==> src/rtl/screg_pkg.sv <==
// Shared types for SC register-bus blocks: bus struct, AXI response codes,
// and the bridge channel state encodings.
package screg_pkg;

   typedef struct packed {
      logic [31:0] wadr;
      logic [9:0]  wtyp;
      logic [3:0]  wenb;
      logic [31:0] wdat;
      logic        wwat;
      logic        werr;
      logic [31:0] radr;
      logic [9:0]  rtyp;
      logic        renb;
      logic [31:0] rdat;
      logic        rwat;
      logic        rerr;
   } sc_regbus_t;

   localparam logic [1:0] SC_RESP_OKAY   = 2'b00;
   localparam logic [1:0] SC_RESP_SLVERR = 2'b10;
   localparam logic [1:0] SC_RESP_DECERR = 2'b11;

   typedef enum logic [1:0] {
      W_IDLE = 2'd0,
      W_BUS  = 2'd1,
      W_RESP = 2'd2
   } sc_wstate_t;

   typedef enum logic [1:0] {
      R_IDLE = 2'd0,
      R_BUS  = 2'd1,
      R_RESP = 2'd2
   } sc_rstate_t;

endpackage

==> src/rtl/sc_regbus_tmo.sv <==
// Wait-cycle counter for one bridge channel; expire pulses in the waited
// cycle that brings the count up to TIMEOUT.
module sc_regbus_tmo
   import screg_pkg::*;
#(
   parameter int TIMEOUT = 256
) (
   input  logic clk,
   input  logic rst_n,
   input  logic clear,
   input  logic waiting,
   output logic expire
);

   localparam int CW = $clog2(TIMEOUT + 1);

   logic [CW-1:0] cnt;

   // Count waited cycles; held at zero whenever the channel is not on the bus.
   always_ff @(posedge clk or negedge rst_n) begin
      if (!rst_n)
         cnt <= '0;
      else if (clear)
         cnt <= '0;
      else if (waiting)
         cnt <= cnt + CW'(1);
   end

   assign expire = waiting && (cnt == CW'(TIMEOUT - 1));

endmodule

==> src/rtl/sc_axil2regbus.sv <==
// AXI4-Lite subordinate bridged onto the SC register bus. Independent write
// and read channels, each with its own FSM and wait-timeout counter.
module sc_axil2regbus
   import screg_pkg::*;
#(
   parameter int ADDR_WIDTH = 32,
   parameter int TIMEOUT    = 256
) (
   input  logic                  CLK,
   input  logic                  RSTn,
   input  logic [ADDR_WIDTH-1:0] S_AWADDR,
   input  logic [2:0]            S_AWPROT,
   input  logic                  S_AWVALID,
   output logic                  S_AWREADY,
   input  logic [31:0]           S_WDATA,
   input  logic [3:0]            S_WSTRB,
   input  logic                  S_WVALID,
   output logic                  S_WREADY,
   output logic [1:0]            S_BRESP,
   output logic                  S_BVALID,
   input  logic                  S_BREADY,
   input  logic [ADDR_WIDTH-1:0] S_ARADDR,
   input  logic [2:0]            S_ARPROT,
   input  logic                  S_ARVALID,
   output logic                  S_ARREADY,
   output logic [31:0]           S_RDATA,
   output logic [1:0]            S_RRESP,
   output logic                  S_RVALID,
   input  logic                  S_RREADY,
   output sc_regbus_t            REGBUS_O,
   input  sc_regbus_t            REGBUS_I
);

   // write channel state
   sc_wstate_t            wstate, wstate_d;
   logic                  aw_full, aw_full_d, w_full, w_full_d;
   logic [ADDR_WIDTH-1:0] awaddr_q;
   logic [2:0]            awprot_q;
   logic [31:0]           wdata_q;
   logic [3:0]            wstrb_q;
   logic                  awready_q, wready_q, bvalid_q, bvalid_d;
   logic [1:0]            bresp_q, bresp_d;
   logic [31:0]           wadr_q, wadr_d, wdat_q, wdat_d;
   logic [9:0]            wtyp_q, wtyp_d;
   logic [3:0]            wenb_q, wenb_d;
   logic                  aw_hs, w_hs, w_waiting, w_expire;
   logic [31:0]           aw_addr_sel, w_data_sel;
   logic [2:0]            aw_prot_sel;
   logic [3:0]            w_strb_sel;

   // read channel state
   sc_rstate_t            rstate, rstate_d;
   logic                  arready_q, rvalid_q, rvalid_d;
   logic [1:0]            rresp_q, rresp_d;
   logic [31:0]           rdata_q, rdata_d, radr_q, radr_d;
   logic [9:0]            rtyp_q, rtyp_d;
   logic                  renb_q, renb_d;
   logic                  ar_hs, r_waiting, r_expire;

   logic                  unused_regbus;

   assign aw_hs = S_AWVALID && awready_q;
   assign w_hs  = S_WVALID && wready_q;
   assign ar_hs = S_ARVALID && arready_q;

   // AW and W may arrive together: take the live bus value over the holding register.
   assign aw_addr_sel = 32'(aw_hs ? S_AWADDR : awaddr_q);
   assign aw_prot_sel = aw_hs ? S_AWPROT : awprot_q;
   assign w_data_sel  = w_hs ? S_WDATA : wdata_q;
   assign w_strb_sel  = w_hs ? S_WSTRB : wstrb_q;

   assign w_waiting = (wstate == W_BUS) && REGBUS_I.wwat;
   assign r_waiting = (rstate == R_BUS) && REGBUS_I.rwat;

   sc_regbus_tmo #(.TIMEOUT(TIMEOUT)) u_wtmo (
      .clk     (CLK),
      .rst_n   (RSTn),
      .clear   (wstate != W_BUS),
      .waiting (w_waiting),
      .expire  (w_expire)
   );

   sc_regbus_tmo #(.TIMEOUT(TIMEOUT)) u_rtmo (
      .clk     (CLK),
      .rst_n   (RSTn),
      .clear   (rstate != R_BUS),
      .waiting (r_waiting),
      .expire  (r_expire)
   );

   // Write FSM next state and next values of the registered write outputs.
   always_comb begin
      wstate_d  = wstate;
      aw_full_d = aw_full;
      w_full_d  = w_full;
      bvalid_d  = bvalid_q;
      bresp_d   = bresp_q;
      wadr_d    = wadr_q;
      wdat_d    = wdat_q;
      wtyp_d    = wtyp_q;
      wenb_d    = wenb_q;
      case (wstate)
         W_IDLE: begin
            if (aw_hs) aw_full_d = 1'b1;
            if (w_hs)  w_full_d  = 1'b1;
            if (aw_full_d && w_full_d) begin
               aw_full_d = 1'b0;
               w_full_d  = 1'b0;
               if (w_strb_sel == 4'd0) begin
                  // nothing to write: answer without touching the bus
                  wstate_d = W_RESP;
                  bvalid_d = 1'b1;
                  bresp_d  = SC_RESP_OKAY;
               end else begin
                  wstate_d = W_BUS;
                  wadr_d   = aw_addr_sel & 32'hFFFF_FFFC;
                  wdat_d   = w_data_sel;
                  wtyp_d   = {7'b0, aw_prot_sel};
                  wenb_d   = w_strb_sel;
               end
            end
         end
         W_BUS: begin
            if (!REGBUS_I.wwat) begin
               wenb_d   = 4'd0;
               wstate_d = W_RESP;
               bvalid_d = 1'b1;
               bresp_d  = REGBUS_I.werr ? SC_RESP_SLVERR : SC_RESP_OKAY;
            end else if (w_expire) begin
               wenb_d   = 4'd0;
               wstate_d = W_RESP;
               bvalid_d = 1'b1;
               bresp_d  = SC_RESP_DECERR;
            end
         end
         W_RESP: begin
            if (S_BREADY) begin
               bvalid_d = 1'b0;
               wstate_d = W_IDLE;
            end
         end
         default: wstate_d = W_IDLE;
      endcase
   end

   // Write FSM and its registered outputs; reset drops the bus strobe at once.
   always_ff @(posedge CLK or negedge RSTn) begin
      if (!RSTn) begin
         wstate    <= W_IDLE;
         aw_full   <= 1'b0;
         w_full    <= 1'b0;
         awready_q <= 1'b0;
         wready_q  <= 1'b0;
         bvalid_q  <= 1'b0;
         bresp_q   <= SC_RESP_OKAY;
         wadr_q    <= '0;
         wdat_q    <= '0;
         wtyp_q    <= '0;
         wenb_q    <= '0;
      end else begin
         wstate    <= wstate_d;
         aw_full   <= aw_full_d;
         w_full    <= w_full_d;
         awready_q <= (wstate_d == W_IDLE) && !aw_full_d;
         wready_q  <= (wstate_d == W_IDLE) && !w_full_d;
         bvalid_q  <= bvalid_d;
         bresp_q   <= bresp_d;
         wadr_q    <= wadr_d;
         wdat_q    <= wdat_d;
         wtyp_q    <= wtyp_d;
         wenb_q    <= wenb_d;
      end
   end

   // Holding registers for AW and W beats that arrive on their own.
   always_ff @(posedge CLK) begin
      if (aw_hs) begin
         awaddr_q <= S_AWADDR;
         awprot_q <= S_AWPROT;
      end
      if (w_hs) begin
         wdata_q <= S_WDATA;
         wstrb_q <= S_WSTRB;
      end
   end

   // Read FSM next state and next values of the registered read outputs.
   always_comb begin
      rstate_d = rstate;
      rvalid_d = rvalid_q;
      rresp_d  = rresp_q;
      rdata_d  = rdata_q;
      radr_d   = radr_q;
      rtyp_d   = rtyp_q;
      renb_d   = renb_q;
      case (rstate)
         R_IDLE: begin
            if (ar_hs) begin
               rstate_d = R_BUS;
               radr_d   = 32'(S_ARADDR);
               rtyp_d   = {7'b0, S_ARPROT};
               renb_d   = 1'b1;
            end
         end
         R_BUS: begin
            if (!REGBUS_I.rwat) begin
               renb_d   = 1'b0;
               rstate_d = R_RESP;
               rvalid_d = 1'b1;
               rdata_d  = REGBUS_I.rdat;
               rresp_d  = REGBUS_I.rerr ? SC_RESP_SLVERR : SC_RESP_OKAY;
            end else if (r_expire) begin
               renb_d   = 1'b0;
               rstate_d = R_RESP;
               rvalid_d = 1'b1;
               rdata_d  = '0;
               rresp_d  = SC_RESP_DECERR;
            end
         end
         R_RESP: begin
            if (S_RREADY) begin
               rvalid_d = 1'b0;
               rstate_d = R_IDLE;
            end
         end
         default: rstate_d = R_IDLE;
      endcase
   end

   // Read FSM and its registered outputs.
   always_ff @(posedge CLK or negedge RSTn) begin
      if (!RSTn) begin
         rstate    <= R_IDLE;
         arready_q <= 1'b0;
         rvalid_q  <= 1'b0;
         rresp_q   <= SC_RESP_OKAY;
         rdata_q   <= '0;
         radr_q    <= '0;
         rtyp_q    <= '0;
         renb_q    <= 1'b0;
      end else begin
         rstate    <= rstate_d;
         arready_q <= (rstate_d == R_IDLE);
         rvalid_q  <= rvalid_d;
         rresp_q   <= rresp_d;
         rdata_q   <= rdata_d;
         radr_q    <= radr_d;
         rtyp_q    <= rtyp_d;
         renb_q    <= renb_d;
      end
   end

   // Request fields driven from registers; the response fields stay zero.
   always_comb begin
      REGBUS_O      = '0;
      REGBUS_O.wadr = wadr_q;
      REGBUS_O.wtyp = wtyp_q;
      REGBUS_O.wenb = wenb_q;
      REGBUS_O.wdat = wdat_q;
      REGBUS_O.radr = radr_q;
      REGBUS_O.rtyp = rtyp_q;
      REGBUS_O.renb = renb_q;
   end

   assign unused_regbus = ^{REGBUS_I.wadr, REGBUS_I.wtyp, REGBUS_I.wenb, REGBUS_I.wdat,
                            REGBUS_I.radr, REGBUS_I.rtyp, REGBUS_I.renb};

   assign S_AWREADY = awready_q;
   assign S_WREADY  = wready_q;
   assign S_BVALID  = bvalid_q;
   assign S_BRESP   = bresp_q;
   assign S_ARREADY = arready_q;
   assign S_RVALID  = rvalid_q;
   assign S_RRESP   = rresp_q;
   assign S_RDATA   = rdata_q;

endmodule

==> config.mk <==
export PLATFORM = sky130hd
export DESIGN_NAME = sc_axil2regbus
export DESIGN_NICKNAME = d
export VERILOG_FILES = /design/src/rtl/screg_pkg.sv /design/src/rtl/sc_regbus_tmo.sv /design/src/rtl/sc_axil2regbus.sv
export SDC_FILE = /design/constraint.sdc
export NUM_CORES = 1
export LEC_CHECK = 0
export ABC_AREA = 1
export CAP_MARGIN = 5
export CORE_AREA = 2 2 180 182
export DETAILED_ROUTE_END_ITERATION = 7
export DIE_AREA = 0 0 182 184
export PLACE_DENSITY = 0.73
export SLEW_MARGIN = 10
export SYNTH_ARGS = -nofsm -noshare
export SYNTH_HDL_FRONTEND = slang
export SYNTH_SLANG_ARGS = --single-unit
export TNS_END_PERCENT = 20
==> constraint.sdc <==
create_clock -name CLK -period 2.3 [get_ports CLK]
set_input_delay 0.575 -clock CLK [delete_from_list [all_inputs] [get_ports CLK]]
set_output_delay 0.575 -clock CLK [all_outputs]
set_load 0.005 [all_outputs]
==> out/results.ini, run 1 <==
[run_status]
status = complete, no violations

[yosys]
synth_area_leaders = dfrtp_1, dfxtp_1, nand2_1
synth_most_common_cell = nand2_1
yosysSeqAreaShare_pct = 61.1
syn_inst = 905
yosysUniqueCellTypes = 31
synth_top_area_share_pct = 46.1
synth_seq_cells = 239
syn-cell-area_um2 = 9220
synth_edf_count = 0
ys_async_sr_fraction_pct = 71.1
ys.flop_type = dfrtp_1
ys_warn_count = 0
yosysTopAreaCell = dfrtp_1
synth_commonest_cells = nand2_1, dfrtp_1, dfxtp_1
avgSynthCellArea_um2 = 10.2

[global_routing]
antenna_found_initial = 0
grt_usage_pct = 13.8
grt_pass1_wl_um = 37400
grt_max_degree = 102
grt_pass1_vias = 7161
grt-ovfl-total = 0

[timing]
fin_tns_setup_ns = 0
worst_pin_slew_ns = 0.623
setup_viol = 0
finalMaxSlewViolations = 0
fin_ws_ns = 0.195
fin_skew_ns = 0.0141
fin_crit_sh_pct = 91.5
max_freq_mhz = 475
period_needed_ns = 2.11
rsz0062_at_grt = no
hold_viol = 0
max_slew_margin_pct = 58.3

[die]
die_height_um = 184
ios = 468
core_um2 = 31400
dieArea_um2 = 33500
start_util_pct = 29.4
rows = 65
die_w_um = 182

[route]
first_pass_iters = 4
drc = 0
num_vias = 7129
routed_wl_um = 23900
post_drt_wl_per_cell_um = 14.5
ant_nets = 0
wl_met3_um = 2210
top_layer = met4
viasPerCell = 4.33
met2WireLength_um = 11200
wl_met1_um = 9730
drtIter0Drc = 308

[critical_path]
cpPeakStageDelay_ns = 0.56
critPathKind = reg -> out
crit_slowest_cell = clkdlybuf4s50_1
crit_family = buffers and inverters
path_max_fanout = 6
cp.required_ns = 1.73
crit_arrival_ns = 1.53
cp_cell_sequence = clkdlybuf4s50_1
critical_path.endpoint_type = primary output
cp-start-kind = register
critPathBufInv = 1

[placement]
hpwl_um = 17300
numPortBuffers = 292
pre_cts_ws_ns = -0.133
place.gp.congestion = 0.764
place_area_um2 = 12600

[pwr]
p_clk_share_pct = 23.5
p_total_mw = 18.2
peakVddDrop_v = 0.000627
power_density_nw_per_um2 = 1350
p_leak_nw = 6.28
power_switching_mw = 5.59
swShare_pct = 30.7
p_int_mw = 12.6
power_frac_comb_pct = 38.4
power_frac_seq_pct = 38.1

[cts]
clk_path_buf_depth = 3
insertion_delay_ns = 0.53
clk_pin_slew_ns = 0.06
clock_sink_count = 239
cts_setup_buffers = 0
hold_buffers = 0
cts_resized = 0
clockRootBuffer = clkbuf_16
numCtsBuffers = 27
htreeDepth = 1
cts_tree = built

[layout]
syn2layout_area_growth_pct = 46.3
fin_nets = 1499
utilization_pct = 43.0
multi_input_area_um2 = 3070
design_area_um2 = 13500
fillCellCount = 2986
antennaDiodeCount = 0
drive_gt1_share_pct = 12.3
regArea_um2 = 5640

[min_path]
hold_path.class = in -> async

[job]
maxCapViolCount = 0

-- power groups by stage --
stage / logic, mW / registers, mW / clock network (mW)
floorplan: 3.26 / 6.97 / 0
global placement: 6.95 / 6.93 / 0
detailed placement: 7.09 / 6.99 / 0
finish: 6.99 / 6.93 / 4.29
global route: 7.73 / 7.14 / 4.59
CTS: 7.13 / 6.95 / 4.44
-- worst paths after layout --
path	startpoint	end	slack, ns	cells after the start
min in group CLK	rtyp_q[2]	rtyp_q[2]	0.47	2
hold / removal	RSTn	radr_q[22]	0.04	2
hold reg to reg	rtyp_q[2]	rtyp_q[2]	0.47	2
setup reg to reg	u_wtmo.cnt[0]	wenb_q[2]	0.34	11
setup / recovery	S_WREADY	S_WREADY	0.19	1
max in group asynchronous	RSTn	wdat_q[19]	1.74	2
-- sequential cells by signal, indices dropped and copies added (netlist names), 4 cells and up --
name / flops
u_wtmo.cnt: 9
radr_q: 32
wstrb_q: 4
u_rtmo.cnt: 9
S_RDATA: 32
wdata_q: 32
wadr_q: 30
wenb_q: 4
wdat_q: 32
awaddr_q: 30
-- layer usage --
layer / vias to the layer above / global-route usage [%]
li1: 3451 / -
met1: 3353 / 16.3
met2: 285 / 23.6
met3: 40 / 4.79
met4: 0 / 4.32
met5: - / 0
-- cell usage in the layout, fill, tap and decap left out, drive strengths merged, types with 30 or more instances in the layout --
master         count
nand2            360
clkdlybuf4s50    291
dfrtp            170
dfxtp             69
mux2              65
conb              52
clkbuf            41
buf               37
a22o              32
inv               30
-- worst reg2reg max path: stages, from the launching register on --
cell	delay, ns
dfrtp_1	0.39
ha_1	0.21
nand3_1	0.11
nor4_1	0.22
ha_1	0.19
inv_1	0.06
nand2_1	0.11
o21ai_0	0.11
nor2_1	0.13
nand2_1	0.15
nand2_1	0.09
o21ai_0	0.08
-- through the flow --
stage                     hold WS, ns  cells
after detailed placement        0.458   1598
after CTS                      0.0442   1648
after global routing           0.0559   1648
after global placement          0.454   1598
after floorplan                 0.279    956
final                          0.0371   1648
-- cell type report --
cell class,count,area share (%)
multi-input cells,600,22.7
flip-flops and latches,239,41.8
well taps,402,3.73
clock inverters,9,0.788
clock buffers,41,5.85
repair buffers,328,24.3
inverters,29,0.807
-- logic make-up (layout without fill, tap and decap cells) --
logic type | after synthesis | in the layout | share of synthesized area, %
buf+inv | 117 | 407 | 7.86
other cells | 1 | 52 | 0.0407
flops | 239 | 239 | 61.1
fa+ha+maj | 4 | 4 | 0.543
simple gates | 411 | 411 | 17.4
mux | 65 | 65 | 7.94
compound gates | 68 | 68 | 5.11
Note: power is estimated with default switching activity, not from simulation.
==> inputs of run 2 (changes only) <==
Settings changed: CORE_AREA 2 2 180 182 to 2 2 181 183, DIE_AREA 0 0 182 184 to 0 0 183 185, DONT_BUFFER_PORTS set to 1, PLACE_DENSITY 0.73 to 0.53.
==> run 2 against run 1 <==
  * The flow now finishes with violations (hold timing)
  * Critical path depth increased by 10
  * Worst setup slack improved by 0.16 ns
  * Final area decreased by 23%
  * Clock skew increased by 0.0019 ns
  * Non-clock buffer count decreased by 315
  * Clock-buffer cell count decreased by 5
  * Cell count decreased by 19%
  * Flip-flop and latch count unchanged
  * Power decreased by 16%
  * Fmax increased by 8.3%
  * Clock power decreased by 2%
  * Critical path type is now reg -> reg
==> out/results.ini, run 2 (synthesis results as in run 1) <==
[placement]
numPortBuffers = 0  ; -100%
placed_cells = 1289  ; -19%
pre_cts_ws_ns = 0.287  ; +0.420 ns
hpwl_um = 14000  ; -19%
place.gp.congestion = 0.742  ; -2.9%

[timing]
fin_skew_ns = 0.0160  ; +0.00187 ns
max_freq_mhz = 514  ; +8.3%
fin_ws_ns = 0.356  ; +0.161 ns
fin_tns_setup_ns = 0  ; unchanged
finalMaxSlewViolations = 0  ; unchanged
holdWs_ns = -0.263  ; -0.300 ns
hold_viol = 170  ; +170
setup_viol = 0  ; unchanged
rsz0062_at_grt = no
period_needed_ns = 1.94  ; -0.161 ns
fin_crit_sh_pct = 84.5  ; -7.0 points

[layout]
fillCellCount = 3333  ; +12%
utilization_pct = 32.2  ; -11 points
fin_cells = 1339  ; -19%
syn2layout_area_growth_pct = 12.0
fin_nets = 1184  ; -21%
layout_common_cells = nand2_1, dfrtp_1, dfxtp_1
drive_gt1_share_pct = 14.1  ; +1.8 points
final_common_cell = nand2_1

[critical_path]
cp.required_ns = 2.70  ; +0.97 ns
r2r_start = u_wtmo.cnt[0]
critical_path.endpoint_type = register
rrSetupSlack_ns = 0.36  ; +0.02 ns
r2r-end = wenb_q[2]
path_max_fanout = 8  ; +2
r2r_cells = 11  ; unchanged
cp_cell_sequence = ha_1, nand3_1, nor4_2, ha_1, inv_1, nand2_1, o21ai_0, nor2_1, nand2_1, nand2_1, o21ai_0
critPathKind = reg -> reg
crit_slowest_cell = dfrtp_1
cpPeakStageDelay_ns = 0.38  ; -0.18 ns
crit_arrival_ns = 2.34  ; +0.81 ns
cp-start-kind = register
path_common_cell = nand2_1

[die]
start_util_pct = 28.8  ; -0.59 points
rows = 66  ; +1.5%
die_height_um = 185  ; +0.54%
ios = 468  ; unchanged
die_w_um = 183  ; +0.55%
dieArea_um2 = 33900  ; +1.1%
core_um2 = 32000  ; +2.1%

[global_routing]
grt-ovfl-total = 0  ; unchanged
antenna_found_initial = 2  ; +2
grt_max_degree = 171  ; +68%
grt_usage_pct = 11.7  ; -2.1 points
grt_pass1_wl_um = 31900  ; -15%
grt_pass1_vias = 5821  ; -19%

[route]
num_vias = 5815  ; -18%
first_pass_iters = 4  ; unchanged
ant_nets = 0  ; unchanged
viasPerCell = 4.34  ; +0.39%
post_drt_wl_per_cell_um = 15.6  ; +7.5%
met2WireLength_um = 9150  ; -19%
wl_met1_um = 8660  ; -11%
wl_met3_um = 2520  ; +14%
top_layer = met5
routed_wl_um = 20900  ; -13%
drc = 0  ; unchanged
drtIter0Drc = 226  ; -27%

[cts]
numCtsBuffers = 27  ; unchanged
cts_setup_buffers = 0  ; unchanged
insertion_delay_ns = 0.53  ; about the same
htreeDepth = 1  ; unchanged
cts_tree = built
clockRootBuffer = clkbuf_16
clk_path_buf_depth = 3  ; unchanged
clk_pin_slew_ns = 0.06  ; about the same
clock_sink_count = 239  ; unchanged

[min_path]
hold_path.class = in -> async

[pwr]
peakVddDrop_v = 0.000666  ; +6.3%
p_leak_nw = 5.02  ; -20%
power_density_nw_per_um2 = 1480  ; +9.7%

[run_status]
failed_checks = hold timing
status = complete, but fails checks

[job]
maxCapViolCount = 0  ; unchanged

## run 2: layout make-up
cell class | instances | area, um^2 | share of cell area (%)
flip-flops and latches | 239 | 5640 | 54.6
diodes | 1 | 2.50 | 0.0242
multi-input cells | 600 | 3070 | 29.7
repair buffers | 13 | 135 | 1.31
clock buffers | 36 | 739 | 7.16
well taps | 408 | 510 | 4.94
inverters | 29 | 109 | 1.05
clock inverters | 13 | 128 | 1.24
## run 2: critical path: cells and delay by family, from the launching register on
kind,cells,cell delay (ns)
buffers and inverters,1,0.05
DFF,1,0.38
adders and majority gates,2,0.39
AOI/OAI and AO/OA,2,0.20
and+or+nand+nor,6,0.80
## run 2: what timing repair did
item | 4_1_cts | 5_1_grt
resized for setup | 0 | 1
setup endpoints to repair | 0 | 4
hold endpoints to repair | 170 | 170
## run 2: worst max path at each step
stage,from,end
2_1_floorplan,u_rtmo.cnt[0],S_RRESP[0]
3_3_place_gp,u_wtmo.cnt[0],wenb_q[0]
3_5_place_dp,u_wtmo.cnt[0],wenb_q[1]
4_1_cts,u_wtmo.cnt[0],wenb_q[2]
5_1_grt,u_wtmo.cnt[0],wenb_q[2]
6_report,u_wtmo.cnt[0],wenb_q[2]
## run 2: through the flow
stage | instance area (um^2) | power (mW) | hold WS [ns]
final | 10300 | 15.3 | -0.263
after global routing | 10300 | 16.5 | -0.304
after CTS | 10300 | 15.6 | -0.298
after detailed placement | 9450 | 11.3 | 0.284
after global placement | 9450 | 11.1 | 0.285
after floorplan | 9410 | 10.2 | 0.279
## run 2: per-layer routing
metal	track usage [%]	vias to the layer above
li1	-	2805
met1	14.6	2703
met2	18.2	268
met3	5.19	37
met4	4.06	2
met5	0	-
## run 2: power breakdown
group / leakage, nW / internal [mW] / switching, mW
clock: 0.426 / 2.48 / 1.71
sequential: 2.74 / 6.10 / 1.27
combinational: 1.86 / 1.64 / 2.10
total: 5.02 / 10.2 / 5.08
